**src/rtl/prefix_add_scheduler.sv**
```systemverilog
// prefix_add_scheduler: round-robin, byte-serial sharing of one 8-bit prefix adder among NREQ requesters (PFX_SCHED_OVF_EN adds rsp_ovf)
module prefix_add_scheduler #(
  parameter int NREQ = 2,
  parameter int NBYTES = 4,
  localparam int W = 8 * NBYTES,
  localparam int IW = NREQ > 1 ? $clog2(NREQ) : 1
) (
  input  logic              clk,
  input  logic              reset,
  input  logic [NREQ-1:0]   req_valid,
  output logic [NREQ-1:0]   req_ready,
  input  logic [NREQ*W-1:0] req_a,
  input  logic [NREQ*W-1:0] req_b,
  input  logic [NREQ-1:0]   req_cin,
  output logic              rsp_valid,
  input  logic              rsp_ready,
  output logic [IW-1:0]     rsp_id,
  output logic [W-1:0]      rsp_sum,
  output logic              rsp_cout,
`ifdef PFX_SCHED_OVF_EN
  output logic              rsp_ovf,
`endif
  output logic [7:0]        add_ai,
  output logic [7:0]        add_bi,
  output logic              add_p_minus1,
  output logic              add_g_minus1,
  input  logic [7:0]        add_sum,
  input  logic              add_cout
);
  localparam int CW = NBYTES > 1 ? $clog2(NBYTES) : 1;
  typedef enum logic [1:0] {IDLE, RUN, DONE} state_t;
  state_t state, state_nxt;
  logic [W-1:0] a_sh, b_sh, result;
  logic [CW-1:0] cnt;
  logic [IW-1:0] rr_ptr, gnt_id, id_q, cand;
  logic carry, cout_q, gnt_found, last, accept;
`ifdef PFX_SCHED_OVF_EN
  logic ovf_q;
  assign rsp_ovf = ovf_q;
`endif
  always_comb begin
    gnt_found = 1'b0;
    gnt_id = '0;
    cand = '0;
    for (int i = 0; i < NREQ; i++) begin
      cand = IW'((int'(rr_ptr) + i) % NREQ);
      if (!gnt_found && req_valid[cand]) begin
        gnt_found = 1'b1;
        gnt_id = cand;
      end
    end
  end
  assign accept = state == IDLE && gnt_found;
  assign last = cnt == CW'(NBYTES - 1);
  always_ff @(posedge clk or posedge reset)
    if (reset) state <= IDLE;
    else state <= state_nxt;
  always_comb begin
    state_nxt = state == IDLE ? (gnt_found ? RUN : IDLE) :
                state == RUN  ? (last ? DONE : RUN) :
                (rsp_ready ? IDLE : DONE);
  end
  always_comb begin
    req_ready = (accept && !reset) ? NREQ'(1) << gnt_id : '0;
    rsp_valid = state == DONE;
    add_ai = state == RUN ? a_sh[7:0] : 8'h00;
    add_bi = state == RUN ? b_sh[7:0] : 8'h00;
    add_g_minus1 = state == RUN ? carry : 1'b0;
    add_p_minus1 = 1'b0;
  end
  assign rsp_sum = result;
  assign rsp_id = id_q;
  assign rsp_cout = cout_q;
  always_ff @(posedge clk or posedge reset) begin
    if (reset) begin
      a_sh <= '0;
      b_sh <= '0;
      result <= '0;
      cnt <= '0;
      carry <= 1'b0;
      cout_q <= 1'b0;
      id_q <= '0;
      rr_ptr <= '0;
`ifdef PFX_SCHED_OVF_EN
      ovf_q <= 1'b0;
`endif
    end else begin
      if (accept) begin
        a_sh <= req_a[gnt_id*W +: W];
        b_sh <= req_b[gnt_id*W +: W];
        carry <= req_cin[gnt_id];
        id_q <= gnt_id;
        rr_ptr <= gnt_id == IW'(NREQ - 1) ? '0 : gnt_id + 1'b1;
        cnt <= '0;
      end
      if (state == RUN) begin
        result[cnt*8 +: 8] <= add_sum;
        carry <= add_cout;
        a_sh <= a_sh >> 8;
        b_sh <= b_sh >> 8;
        cnt <= cnt + 1'b1;
        if (last) cout_q <= add_cout;
`ifdef PFX_SCHED_OVF_EN
        if (last) ovf_q <= (a_sh[7] == b_sh[7]) && (add_sum[7] != a_sh[7]);
`endif
      end
    end
  end
endmodule
```
**config.mk**
```make
export PLATFORM = sky130hd
export DESIGN_NAME = prefix_add_scheduler
export DESIGN_NICKNAME = d
export VERILOG_FILES = /design/src/rtl/prefix_add_scheduler.sv
export SDC_FILE = /design/constraint.sdc
export NUM_CORES = 1
export LEC_CHECK = 0
export BUFFER_PORTS_ARGS = -buffer_cell sky130_fd_sc_hd__buf_2
export CAP_MARGIN = 5
export CORE_UTILIZATION = 44
export DETAILED_ROUTE_END_ITERATION = 16
export PLACE_DENSITY_LB_ADDON = 0.1
export SLEW_MARGIN = 20
export SYNTH_ARGS = -nofsm -noshare
export SYNTH_HDL_FRONTEND = slang
export SYNTH_SLANG_ARGS = --single-unit
```
**constraint.sdc**
```tcl
create_clock -name clk -period 2.7 [get_ports clk]
set_input_delay 0.135 -clock clk [delete_from_list [all_inputs] [get_ports clk]]
set_output_delay 0.135 -clock clk [all_outputs]
set_load 0.02 [all_outputs]
```
# [After elaboration in Yosys (flattened, before gate mapping)]
# Index checks and enable logic that the tools add are counted.
[totals] inputBits=144 register_bits=104 output_inout_bits=55
[classes] reduce_logical=8 shifts=5 muxes=29 addsub=4 magnitude_cmp=3 eq_ne=3
[ops] op="$mux 32" n=4
[ops] op="$shiftx 64x7->32" n=2
[ops] op="$neg 5->34" n=1
[ops] op="$shift 8x34->32 const A" n=1
[ops] op="$shiftx 8x34->32" n=1
[ops] op="$bwmux 32" n=1
[ops] op="$mux 8" n=2
[ops] op="$mux 1" n=15
[ops] op="$mux 2" n=7
[ops] op="$lt 1x2->1 const B" n=3
[ops] op="$eq 2x2->1 const B" n=2
[ops] op="$logic_and 1x1->1" n=3
[ops] op="$add 1x1->1 const B" n=2
[ops] op="$add 2x1->2 const B" n=1
[ops] op="$eq 2x1->1 const B" n=1
[ops] op="$logic_not 1->1" n=2
[ops] op="$logic_not 2->1" n=1
[ops] op="$reduce_and 2->1" n=1
[ops] op="$reduce_bool 2->1" n=1
[ops] op="$shl 1x1->2 const A" n=1

# [Logic depth before layout (Yosys ltp)]
# Gate-level depths: netlist of run 1.
[logic_depth] depth_word=10 mapped_depth=7 mapped_depth_nobuf=6

# [Worst setup path before layout of run 1]
# No wires, ideal clock.
[synth_path] path_type="flip-flop to flip-flop" startpoint="register cnt[0]" endpoint="register result[16], in the netlist rsp_sum[16]" n_path_buf=0 t_required_ns=2.634 stages_incl_launch_ff=6 synth_period_minus_slack_ns=1.834 path_slack_ns=0.866 setup_time_ns=0.066 arrival_time_ns=1.768 path_cell_list="dfrtp_1 inv_1 ha_1 nor4b_2 and2b_1 a22o_1"
[synth_between] elab_chain_cells=3 elab_cells_between_ends=4
[synth_lines] item="start, declared" line="34" text="logic [CW-1:0] cnt;"
[synth_lines] item="start signal, assigned" line="101" text="cnt <= cnt + 1'b1;"
[synth_lines] item="$neg 5->34 (*)" line="97" text="result[cnt*8 +: 8] <= add_sum;"
[synth_lines] item="$shiftx 8x34->32 / $shift 8x34->32 (equally long branches)" line="97"
[synth_lines] item="$bwmux 32 (*)" line="97"
[synth_lines] item="end signal, assigned by index" line="97"
[synth_lines] item="end, declared" line="33" text="logic [W-1:0] a_sh, b_sh, result;"
# Mark *: on every way between the ends. The rest lies on a longest branch, timed or not.
# A chain may end at the register's enable or synchronous reset.

# [Worst setup path after layout of run 1]
[layout_path] startpoint="register state[0]" endpoint="output port req_ready[0]"
[layout_between] elab_chain_cells=4
[layout_lines] item="start, declared" line="32" text="state_t state, state_nxt;"
[layout_lines] item="start signal, assigned" line="57" text="else state <= state_nxt;"
[layout_lines] item="$logic_not 2->1" line="53" text="assign accept = state == IDLE && gnt_found;"
[layout_lines] item="$logic_and 1x1->1" line="53"
[layout_lines] item="$logic_and 1x1->1" line="64" text="req_ready = (accept && !reset) ? NREQ'(1) << gnt_id : '0;"
[layout_lines] item="$mux 2" line="64"
[layout_lines] item="end, declared" line="11" text="output logic [NREQ-1:0] req_ready,"
# No other way between the ends.

==> results.md, run 1 <==
- The count of yosys warnings during synthesis is 0.
- The fraction of power consumed by combinational cells is 0.457.
- The data arrival time at the worst-slack endpoint is 2.04 ns.
- CTS placed an instance of clkbuf_8 at the clock tree root.
- The wire length reported by the detailed router is 12.1 mm.
- The worst vdd rail ir drop is 490 µV.
- The max-cap violation count is 0.
- The clock skew is 0.0106 ns.
- Walking the worst path, the cells encountered are nor2_1 > o21ai_4 > nor3b_1 > buf_2.
- The clock network fraction of design power is 0.148.
- The internal power contribution is 3.89 mW.
- The post-synthesis instance total is 424.
- The clock reaches the later pin of the worst-skew pair after 0.36 ns.
- The highest achievable clock rate is 460 MHz.
- Setup violations remaining at the end of the flow were counted as 0.
- The most congested layer reported by global routing is met2.
- The final instance count without filler cells is 755.
- The number of cell instances on the worst register-to-register path is 5.
- Fill cells in the final layout number 978.
- Of the available clock period, the critical path in the final layout requires 0.805.
- Setup repair after global routing left no endpoint under its margin.
- The die height is 108 µm.
- After detailed placement, the design holds a cell count of 737.
- The last weighted congestion value of the routability-driven placer is 0.798.
- In this run the remaining antenna-violating nets after routing total 0.
- The reg-to-reg setup timing slack is 0.60 ns.
- The region available for standard cell placement spans 10,800 µm².
- The start-to-end type of the worst setup path is reg2out.
- The total leakage power is 3.29 nW.
- The element type at the critical path end is an output pin.
- The endpoint identified for the worst register-to-register timing path is rsp_sum[4].
- The synthesized design contains 104 register bits.
- At the pin with the least slew margin, the transition time is 1.06 ns.
- Buffers placed on the I/O ports in this run total 197.
- Across every metal layer, demand over resource in global routing totals 0.215.
- The global routing met3 resource utilization is 0.0315.
- Data on the critical path is required at its endpoint by 2.57 ns.
- Relative to the synthesized area, the layout overhead comes to 27.5%.
- The number of unique standard cell types used by synthesis is 32.
- The final non-filler cell area is 6260 µm².
- The number of instances on the worst hold path is 2.
- The initial core utilization is 0.453.
- When the netlist entered floorplanning its net count stood at 573.
- Of the cells placed in the final design, the portion with a size suffix greater than 1 is 0.382.
- Each instance of the synthesized netlist takes up on average 11.6 µm².
- The stage delay of the slowest cell on the critical path is 0.50 ns.
- The number of sinks on the clock net is 104.
- Detailed placement finished with a half-perimeter wire length of 8.84 mm.
- Pin placement for this block handled 199 I/O pins.
- The die covers 11,600 µm².
- The minimum clock period after layout is 2.17 ns.
- In this run the cell area measured after placement is 6040 µm².
- The critical path launch point type is a flip-flop.
- The total power divided by cell area is 1080 nW/µm².
- Dividing the detail-routed via count by the number of cells gives 5.34.
- The final hold slack is 0.0238 ns.
- The total overflow reported by the global router is 0.
- After the last flow step, the layout net total stands at 759.
- The number of global-route vias before repair was 3,862.
- In this run the tightest slew margin relative to its limit is 0.292.
- The final-report hold violation count is 0.
- The initial antenna violation count is 0.
- The worst hold path class is in2reg.
- The detailed-route wire length per cell is 16.0 µm.
- For this run, global-route usage on met1 was measured as 0.295.
- Of the total power, the share spent switching nets is 0.424.
- The run finished with clean final reports.
- The total number of placement rows is 38.
- The clock tree from TritonCTS is done.
- The startpoint identified for the worst register-to-register timing path is cnt[0].
- The first-pass iteration count of the detailed router is 4.
- The sequential share of power is 0.394.
- No sink is reached through more buffers than the 2 on the longest clock path.
- The count of inserted antenna diode cells is 0.
- The highest fanout seen on the critical path is 49.
- The slowest stage of the critical path is the dfrtp_1 cell.
- The total vias in the final route is 4,029.
- For this run, global-route usage on met2 was measured as 0.356.
- The launch instance of the worst min-delay path is add_cout.
- The H-tree generated during clock tree synthesis spans 3 levels.
- In this run the cell area of the synthesized design comes to 4910 µm².
- The final number of max-transition violations came to 0.
- The die extent in x is 108 µm.
- The DRC violation count after routing is 0.
- The path with the worst hold slack has its endpoint at rsp_cout.
- The detailed router finished its first iteration with 174 violations.
- Measured on the finished design, the core utilization comes to 0.578.
- The maximum number of pins on one net before global-route repair is 51.
- After clock tree synthesis, the clock-pin slew on the worst setup and hold paths is 0.10 ns.
- The setup TNS is 0 ns.
- For this design the total switching power over the nets is 2.87 mW.
- Once the clock tree was built, the resizer swapped 0 gates to a different size.
- Counting the buffers created by CTS gives 9.
- The first global-routing pass estimated 19.3 mm of wire.
- Of the synthesized area, sequential elements account for 0.530.
[worst max-delay path, delay by kind of cell (launching register included)]
| kind | cells | cell delay (ns) |
|---|---|---|
| buf+inv | 1 | 0.20 |
| flops | 1 | 0.50 |
| simple gates | 2 | 0.61 |
| compound gates | 1 | 0.37 |
[power groups by stage]
| stage | Combinational (mW) | Clock [mW] | Sequential (mW) |
|---|---|---|---|
| global placement | 3.05 | 0 | 2.69 |
| detailed placement | 3.12 | 0 | 2.70 |
| CTS | 3.14 | 1.03 | 2.67 |
| finish | 3.09 | 1.00 | 2.67 |
| global route | 3.43 | 1.09 | 2.75 |
| floorplan | 2.06 | 0 | 2.79 |
[cell usage in the layout, fill, tap and decap left out, types with 2 or more instances in the layout]
cell type      synthesis  layout
nor2_1                 2       2
dfrtp_1              104     104
and2_1                17      17
o21ai_1               10       9
nand3_1               17      17
mux2i_1               65      65
a22o_1                32      32
nand2_1                6       5
dlygate4sd3_1          0       2
buf_2                 11     197
nor4b_4                2       2
o21ai_0               59      59
ha_1                   5       5
buf_4                  6       8
a22oi_1               49      49
nand2_4                1       2
clkinvlp_4             0       3
inv_1                  4       3
clkbuf_8               0      10
nor2b_1                4       3
[sequential cells by signal, summed over array words and instances, names as in the netlist]
| signal | flops |
|---|---|
| a_sh | 32 |
| b_sh | 32 |
| rsp_sum | 32 |
| cnt | 2 |
| state | 2 |
| carry | 1 |
| rr_ptr | 1 |
| rsp_cout | 1 |
| rsp_id | 1 |
[what timing repair did]
item,in CTS,in global routing
hold buffers,2,0
hold endpoints to repair,81,0
buffers inserted,0,0
[worst max-delay path by stage]
stage	start	endpoint	slack, ns	cells after the start
final	state[0]	req_ready[0]	0.53	4
after CTS	state[0]	req_ready[0]	0.51	4
after global placement	cnt[0]	rsp_sum[17]	0.73	5
after global routing	state[0]	req_ready[0]	0.34	4
after detailed placement	cnt[0]	rsp_sum[2]	0.65	5
after floorplan	cnt[0]	rsp_sum[16]	0.87	5
[through the flow]
| step | setup WS (ns) | power [mW] |
|---|---|---|
| global route | 0.343 | 7.27 |
| floorplan | 0.866 | 4.85 |
| detailed placement | 0.651 | 5.82 |
| global placement | 0.734 | 5.74 |
| finish | 0.527 | 6.76 |
| CTS | 0.510 | 6.84 |
[cell usage after synthesis (all sizes together)]
master,count,area share
a21oi,1,0.0010
a22o,32,0.057
a22oi,49,0.075
a31oi,1,0.0013
a32o,1,0.0020
and2,17,0.022
and2b,1,0.0015
buf,17,0.020
clkbuf,16,0.012
conb,1,0.00076
dfrtp,104,0.53
ha,5,0.013
inv,4,0.0031
mux2,1,0.0023
mux2i,65,0.13
nand2,8,0.0081
nand2b,1,0.0013
nand3,17,0.017
nand3b,1,0.0023
nor2,2,0.0015
nor2b,4,0.0051
nor3b,1,0.0015
nor4,2,0.0056
nor4b,3,0.013
o21ai,69,0.070
o31ai,1,0.0015
[kinds of logic (layout without fill, tap and decap cells)]
family,after synthesis,in the layout,synth area share
AOI/OAI and AO/OA,154,154,0.208
DFF,104,104,0.530
muxes,66,66,0.135
and+or+nand+nor,57,57,0.0787
buffers and inverters,37,228,0.0356
adders and majority gates,5,5,0.0127
other,1,1,0.000763
[cell type report]
class / instances / area [µm²] / share of cell area
Inverter: 4 / 18.8 / 0.00300
Sequential cell: 104 / 2600 / 0.415
Clock inverter: 6 / 67.6 / 0.0108
Timing Repair Buffer: 208 / 1090 / 0.173
Multi-Input combinational cell: 283 / 2180 / 0.348
Clock buffer: 10 / 138 / 0.0220
Tap cell: 140 / 175 / 0.0280
[per-layer routing]
metal	vias up	routed length, µm
li1	1962	-
met1	1911	5350
met2	146	5980
met3	10	662
met4	0	93
met5	-	0
Note: power is estimated with default switching activity, not from simulation.
==> run 2: changes to the inputs <==
--- a/config.mk
+++ b/config.mk
@@ -5,9 +5,10 @@
 export SDC_FILE = /design/constraint.sdc
 export NUM_CORES = 1
 export LEC_CHECK = 0
+export ABC_AREA = 1
 export BUFFER_PORTS_ARGS = -buffer_cell sky130_fd_sc_hd__buf_2
 export CAP_MARGIN = 5
-export CORE_UTILIZATION = 44
+export CORE_UTILIZATION = 51
 export DETAILED_ROUTE_END_ITERATION = 16
 export PLACE_DENSITY_LB_ADDON = 0.1
 export SLEW_MARGIN = 20
==> constraint.sdc (replaced) <==
create_clock -name clk -period 2.3 [get_ports clk]
set_input_delay 0.115 -clock clk [delete_from_list [all_inputs] [get_ports clk]]
set_output_delay 0.115 -clock clk [all_outputs]
set_load 0.02 [all_outputs]
==> run 2 against run 1 <==
Compared with the run above:
- combinational power rose by 48%
- global-route usage rose by 4.9 points
- total power rose by 36%
- non-clock buffer count rose by 4
- utilization rose by 8.2 points
- synthesized cell count rose by 97%
- critical path type unchanged
- final cell count rose by 53%
- clock-buffer cell count did not move
- area after synthesis rose by 19%
- sequential power rose by 16%
- critical endpoint is now add_ai[1]
==> results.md, run 2 <==
- The flow ran to the end, and the final reports show no timing, DRC or antenna violations.
- The commonest register cell after synthesis is dfrtp_1.
- The full die area is 11,900 µm².
- The highest metal layer used by the detailed router is met4.
- The initial antenna violation count came to 0.
- For this run the aggregate overflow at the end of global routing stands at 0.
- In the final layout, the share of cells above drive strength 1 is 0.236.
- The first detailed-routing pass took 5 iterations.
- The fraction of power consumed by combinational cells is 0.494.
- The H-tree was split into 3 levels.
- The DRC marker count from the first detailed-route iteration is 482.
- Counting every net in the synthesized netlist gives 984.
- The count of yosys warnings during synthesis is 0.
- Adding up every negative setup slack in the final design gives 0 ns.
- Cell internal power was estimated by the tool at 5.03 mW.
- The final-report hold violation count is 0.
- The detail route stage leaves a number of antenna-violating nets equal to 0.
- In the layout the commonest cells are nand2_1 (238), nand3_1 (216), buf_2 (197).
- Once detailed placement completed, the half-perimeter wirelength came to 10.7 mm.
- In the detailed route, the total length drawn on met3 is 948 µm.
- The multi-input logic area is 2450 µm².
- Dividing the detail-routed wire length by the instance count gives 13.0 µm.
- The reg-to-reg setup timing slack is 0.43 ns.
- The routed layout has 5,755 vias.
- The number of register bits inferred by synthesis is 104.
- The number of unique standard cell types used by synthesis is 22.
- The analysis attributes to net switching a power of 4.19 mW.
- The synthesized area divided by synthesized cell count is 6.98 µm².
- The setup path with the least slack is of type reg2out.
- The most common library cell in the layout ignoring fill and taps is nand2_1.
- The worst register-to-register path has a depth of 7.
- After synthesis the cells add up to 5830 µm².
- The buffers inserted during post-CTS setup optimization is 0.
- The worst path required time is 2.18 ns.
- The worst setup path is launched from a flip-flop.
- The tool flagged a number of max-cap violations equal to 0.
- Of the available clock period, the critical path in the final layout requires 0.832.
- The final instance count without filler cells is 1,156.
- The number of synthesized flops with an enable pin is 0.
- The data arrival time at the worst-slack endpoint is 1.80 ns.
- The sequential share of power is 0.337.
- For this block, the routed nets add up to 15.1 mm of wire.
- The highest fanout seen on the critical path is 66.
- The element type at the critical path end is an output pin.
- The cell type contributing the most total cell area after synthesis is dfrtp_1.
- The clock insertion delay at the later pin of the skew report is 0.34 ns.
- VDD sags by at most 710 µV.
- 199 I/O pins were placed.
- The die is 109 µm tall.
- The worst hold path class is in2reg.
- The core area is 11,000 µm².
- After clock tree synthesis, the clock-pin slew on the worst setup and hold paths is 0.07 ns.
- For this run, asynchronously set or reset flops after synthesis account for 1.00.
- The most numerous cell in the Yosys netlist is nand2_1.
- For this configuration, the core starts out at a cell density of 0.531.
- The number of vias per cell is 4.98.
- The clock network fraction of design power is 0.169.
- Across every metal layer, demand over resource in global routing totals 0.264.
- Setup repair after global routing left no endpoint under its margin.
- The clock tree from TritonCTS is done.
- Measured against its own limit, the worst slew margin works out to 0.547.
- In this run the static leakage power is 4.37 nW.
- The number of fillers in the final layout is 1,053.
- The minimum clock period after layout is 1.91 ns.
- Of the total power, the share spent switching nets is 0.454.
- The number of instances on the worst hold path is 3.
- The number of global-route vias before repair came to 5,010.
- The register area share after synthesis is 0.447.
- Static timing analysis puts the maximum clock frequency at 522 MHz.
- Routability-driven placement finished with a final weighted congestion of 0.856.
- The final number of max-transition violations was 0.
- For the pin with the worst max-slew slack, the measured transition is 0.680 ns.
- The DRC violation count after routing is 0.
- The total power divided by cell area is 1270 nW/µm².
- Entering global routing, the biggest net connects 67 pins.
- Relative to the synthesized area, the layout overhead comes to 24.5%.
- The number of placed instances, taps included, is 1,137.
- The sequential cell area is 2600 µm².
- Counting the buffers created by CTS gives 9.
- The share of synthesized area in the top cell type comes to 0.447.
- Measured along the x axis, the die boundary spans 109 µm.
- In the final design database the tool counted 1,160 nets.
- The total number of placement rows is 38.
- Synthesis produced 835 cells.
- In this run the tool buffered the top-level ports with 197 buffer cells.
- In the final routing, the length of wire on met1 measures 7.20 mm.
- The count of endpoints failing setup in the final report is 0.
- After synthesis, the cell types taking the most area are dfrtp_1 (45%), nand3_1 (19%), nand2_1 (15%).
- Hold repair after CTS inserted 3 buffers.
- The routed design uses 6.71 mm of met2 wire.
- No sink is reached through more buffers than the 2 on the longest clock path.
- The clock drives 104 sinks.
- The first global-routing pass estimated 24.4 mm of wire.
- In this run the clock root is driven by a clkbuf_16.
- The number of gates given a new drive strength after cts is 0.
- The clock skew is 0.0101 ns.
- By count the netlist is led by nand2_1 (240), nand3_1 (216), inv_1 (148), dfrtp_1 (104), buf_2 (28).
- The number of antenna diodes in the final layout is 0.
-- run 2: power by group through the flow --
stage	clock [mW]	combinational, mW	sequential [mW]
floorplan	0	3.00	3.34
global placement	0	4.50	3.12
detailed placement	0	4.58	3.14
CTS	1.58	4.61	3.11
global route	1.67	5.13	3.22
finish	1.56	4.56	3.11
-- run 2: metal layers --
layer  up-vias  GRT usage
met5         -          0
met4         0     0.0560
met3        12     0.0430
met2       193      0.398
met1      2614      0.399
li1       2936          -
-- run 2: stage by stage --
step,total power [mW],worst slack (ns),area [µm²],utilization,hold WS [ns]
4_1_cts,9.30,0.395,7250,0.660,0.00223
6_report,9.23,0.386,7250,0.660,0.00824
5_1_grt,10.0,0.262,7250,0.660,0.00574
3_3_place_gp,7.61,0.527,6920,0.630,0.180
3_5_place_dp,7.71,0.478,6920,0.630,0.183
2_1_floorplan,6.34,0.689,5830,-,0.211
-- run 2: kinds of logic (layout without fill, tap and decap cells) --
group | Yosys count | in the layout | share of synthesized area
AO/OA/AOI/OAI | 19 | 19 | 0.0174
adder cells (fa/ha/maj) | 5 | 5 | 0.0107
buffers and inverters | 198 | 379 | 0.135
flip-flops | 104 | 104 | 0.447
other | 1 | 1 | 0.000644
AND/OR/NAND/NOR | 508 | 508 | 0.389
-- run 2: final cells by class --
type                       instances  area share
timing repair buffer             212       0.158
inverter                         151      0.0787
clock inverter                     6     0.00914
multi-input combinational        533       0.339
tap                              140      0.0242
clock buffer                      10      0.0330
sequential                       104       0.359
-- run 2: final timing paths --
kind / startpoint / endpoint
worst max-delay path: state[0] / add_ai[1]
min in group asynchronous: reset / rsp_sum[9]
worst min register to register: a_sh[30] / a_sh[30]
worst min-delay path: add_sum[6] / rsp_sum[6]
worst max register to register: cnt[0] / rsp_sum[15]
max in group asynchronous: reset / b_sh[15]
-- run 2: worst max-delay path, stage by stage (launching register included) --
cell and delay [ns]:
dfrtp_1 0.43, nand2_2 0.15, buf_4 0.56, nor2_1 0.10, buf_2 0.19
==> run 3: changes to the inputs <==
--- a/config.mk
+++ b/config.mk
@@ -8,7 +8,7 @@
 export ABC_AREA = 1
 export BUFFER_PORTS_ARGS = -buffer_cell sky130_fd_sc_hd__buf_2
 export CAP_MARGIN = 5
-export CORE_UTILIZATION = 51
+export CORE_UTILIZATION = 46
 export DETAILED_ROUTE_END_ITERATION = 16
 export PLACE_DENSITY_LB_ADDON = 0.1
 export SLEW_MARGIN = 20
==> constraint.sdc (replaced) <==
create_clock -name clk -period 1.6 [get_ports clk]
set_input_delay 0.08 -clock clk [delete_from_list [all_inputs] [get_ports clk]]
set_output_delay 0.08 -clock clk [all_outputs]
set_load 0.02 [all_outputs]
==> run 3 against run 2 <==
Compared with the run above:
- clock skew barely moved
- hold slack got worse by 0.0011 ns
- first-iteration DRC count fell by 22%
- via count rose by 1.3%
- die area rose by 11%
- critical path type unchanged
- largest power group unchanged
- final cell count rose by 4.3%
- routed wire length rose by 4.2%
==> results.md, run 3 (synthesized netlist as in run 2, its figures left out) <==
- The run finished with clean final reports.
- The library cell used most frequently in the layout, excluding fill and tap cells, is nand2_1.
- Power spread over the standard cell area amounts to 1810 nW/µm².
- The worst vdd rail ir drop is 833 µV.
- The root buffer cell chosen for the clock tree is clkbuf_16.
- The met2 wirelength from detailed routing is 6.92 mm.
- Summed over all nets, wire length on met3 after detailed routing comes to 847 µm.
- The routed length on met1 is 7.53 mm.
- The full die area is 13,100 µm².
- After clock tree synthesis, the clock-pin slew on the worst setup and hold paths is 0.07 ns.
- The highest metal layer used by the detailed router is met4.
- For this run, the total global-route usage over all layers was measured as 0.248.
- After floorplanning, the core was sized to cover 12,200 µm².
- The count of endpoints failing setup in the final report is 0.
- Registers take 2610 µm².
- Timing would allow up to 646 MHz.
- The number of CTS-inserted buffers is 9.
- In this run the vertical extent of the chip is 115 µm.
- Once placement completed, the tool counted placed cells totaling 1,174.
- The number of fillers in the final layout is 1,139.
- Summing over every cut layer, the via total after detailed routing is 5,828.
- The maximum number of pins on one net before global-route repair is 66.
- The signal on the critical path passes through nor2_4 > o21ai_4 > nor3_2 > buf_4 > buf_2.
- The highest fanout seen on the critical path is 3.
- For the worst setup path, the data required time is 1.52 ns.
- The highest-delay cell along the critical path is dfrtp_2.
- The die extent in x is 115 µm.
- The worst hold path class is in2reg.
- The number of cell instances on the worst register-to-register path is 7.
- CTS saw 104 sinks.
- The library cells used most frequently in the layout, excluding fill and tap cells, are nand2_1 (238), nand3_1 (216), buf_2 (190).
- The count of input and output buffers is 197.
- The number of instances on the worst hold path is 3.
- In the final layout, the multi-input gates occupy 2490 µm².
- The clock skew is 0.00994 ns.
- After detailed routing, the number of remaining DRC violations is 0.
- For this block, the initial DRC count from the detailed router was 374.
- The net count of the finished layout is 1,180.
- The clock tree synthesis step divided the H-tree into 3 levels.
- The number of global-route vias before repair is 5,239.
- Summed over all cells, the static leakage comes to 4.47 nW.
- The switching share of power is 0.448.
- Routability-driven placement finished with a final weighted congestion of 0.885.
- The first TritonRoute pass finished after 5 iterations.
- STA classifies the critical path endpoint as an output pin.
- The total overflow left after global routing is 0.
- Across all hold checks on the routed design, the worst slack comes to 0.00712 ns.
- The first global-routing pass estimated 25.4 mm of wire.
- Of the total power, registers draw 0.326.
- The initial antenna violation count is 3.
- The routed design could run at a clock period as short as 1.55 ns.
- The final-report hold violation count is 0.
- The final number of max-transition violations is 0.
- The net switching power of the design is 6.16 mW.
- Of the total power, the clock network draws 0.145.
- Dividing the detail-routed via count by the number of cells gives 4.83.
- For this run, the number of standard cells in the final layout without fillers is 1,206.
- The final period utilization is 0.968.
- The area overhead of the layout relative to synthesis is 29.9%.
- For this run, the share of the core covered by cells in the final layout is 0.623.
- The clock tree from TritonCTS is done.
- The max-cap violation count is 0.
- Cell internal power was estimated by the tool at 7.58 mW.
- The HPWL after detailed placement is 11.2 mm.
- The critical path launch point type is a flip-flop.
- The fraction of power consumed by combinational cells is 0.529.
- In the final layout, the share of cells above drive strength 1 is 0.252.
- For the worst setup path, the data arrival time is 1.47 ns.
- The overall power consumption is 13.7 mW.
- The floorplan has 40 rows.
- Dividing the detail-routed wire length by the instance count gives 13.0 µm.
- The clock insertion delay at the later pin of the skew report is 0.34 ns.
- The wire length reported by the detailed router is 15.7 mm.
- The stage delay of the slowest cell on the critical path is 0.44 ns.
- The longest clock path from root to sink contains 2 buffers.
- The count of nets left with antenna violations once routing finished came out at 0.
- The initial utilization of the core area, before any placement, comes to 0.479.
- The I/O pin total is 199.
- The start-to-end type of the worst setup path is reg2out.
-- run 3: worst max-delay path: cells and delay by family (launching register included) --
kind / cells / cell delay (ns)
buffers and inverters: 2 / 0.27
and+or+nand+nor: 2 / 0.33
AOI/OAI and AO/OA: 1 / 0.09
DFF: 1 / 0.44
-- run 3: stage by stage --
stage	setup WS [ns]	instance area [µm²]	setup TNS, ns
after floorplan	0.0561	5830	0
after global placement	0.116	7120	0
after detailed placement	0.0894	7120	0
after CTS	0.00441	7480	0
after global routing	-0.00903	7570	-0.00903
final	0.0510	7570	0
-- run 3: final cells by class --
| cell class | instances | area share |
|---|---|---|
| timing repair buffer | 232 | 0.188 |
| clock buffer | 11 | 0.0307 |
| multi-input combinational | 533 | 0.329 |
| clock inverter | 4 | 0.00413 |
| inverter | 151 | 0.0754 |
| tap | 168 | 0.0278 |
| sequential | 104 | 0.344 |
| antenna | 3 | 0.000992 |
-- run 3: worst paths after layout --
check,from,end,slack (ns)
hold / removal,add_sum[1],rsp_sum[1],0.007
hold reg to reg,a_sh[25],a_sh[25],0.47
setup reg to reg,cnt[1],rsp_sum[15],0.13
min in group asynchronous,reset,rsp_id,0.40
setup / recovery,state[0],req_ready[0],0.05
max in group asynchronous,reset,b_sh[20],0.93
-- run 3: what timing repair did --
| action | in CTS | in global routing |
|---|---|---|
| pin swaps | 1 | 2 |
| setup buffers | 0 | 5 |
| gates resized for setup | 6 | 13 |
| hold buffers | 8 | 1 |
| endpoints found under the hold margin | 112 | 1 |
| setup endpoints to repair | 5 | 22 |
| cloned | 0 | 0 |
-- run 3: per-layer routing --
layer | global-route usage | vias up
li1 | - | 2973
met1 | 0.364 | 2628
met2 | 0.374 | 199
met3 | 0.0349 | 28
met4 | 0.0883 | 0
met5 | 0 | -
-- run 3: power groups by stage --
stage / combinational (mW) / clock, mW / sequential, mW
after global routing: 8.09 / 2.14 / 4.63
after global placement: 7.00 / 0 / 4.48
after CTS: 7.13 / 2.03 / 4.48
after floorplan: 4.32 / 0 / 4.80
after detailed placement: 7.06 / 0 / 4.51
final: 7.26 / 2.00 / 4.48
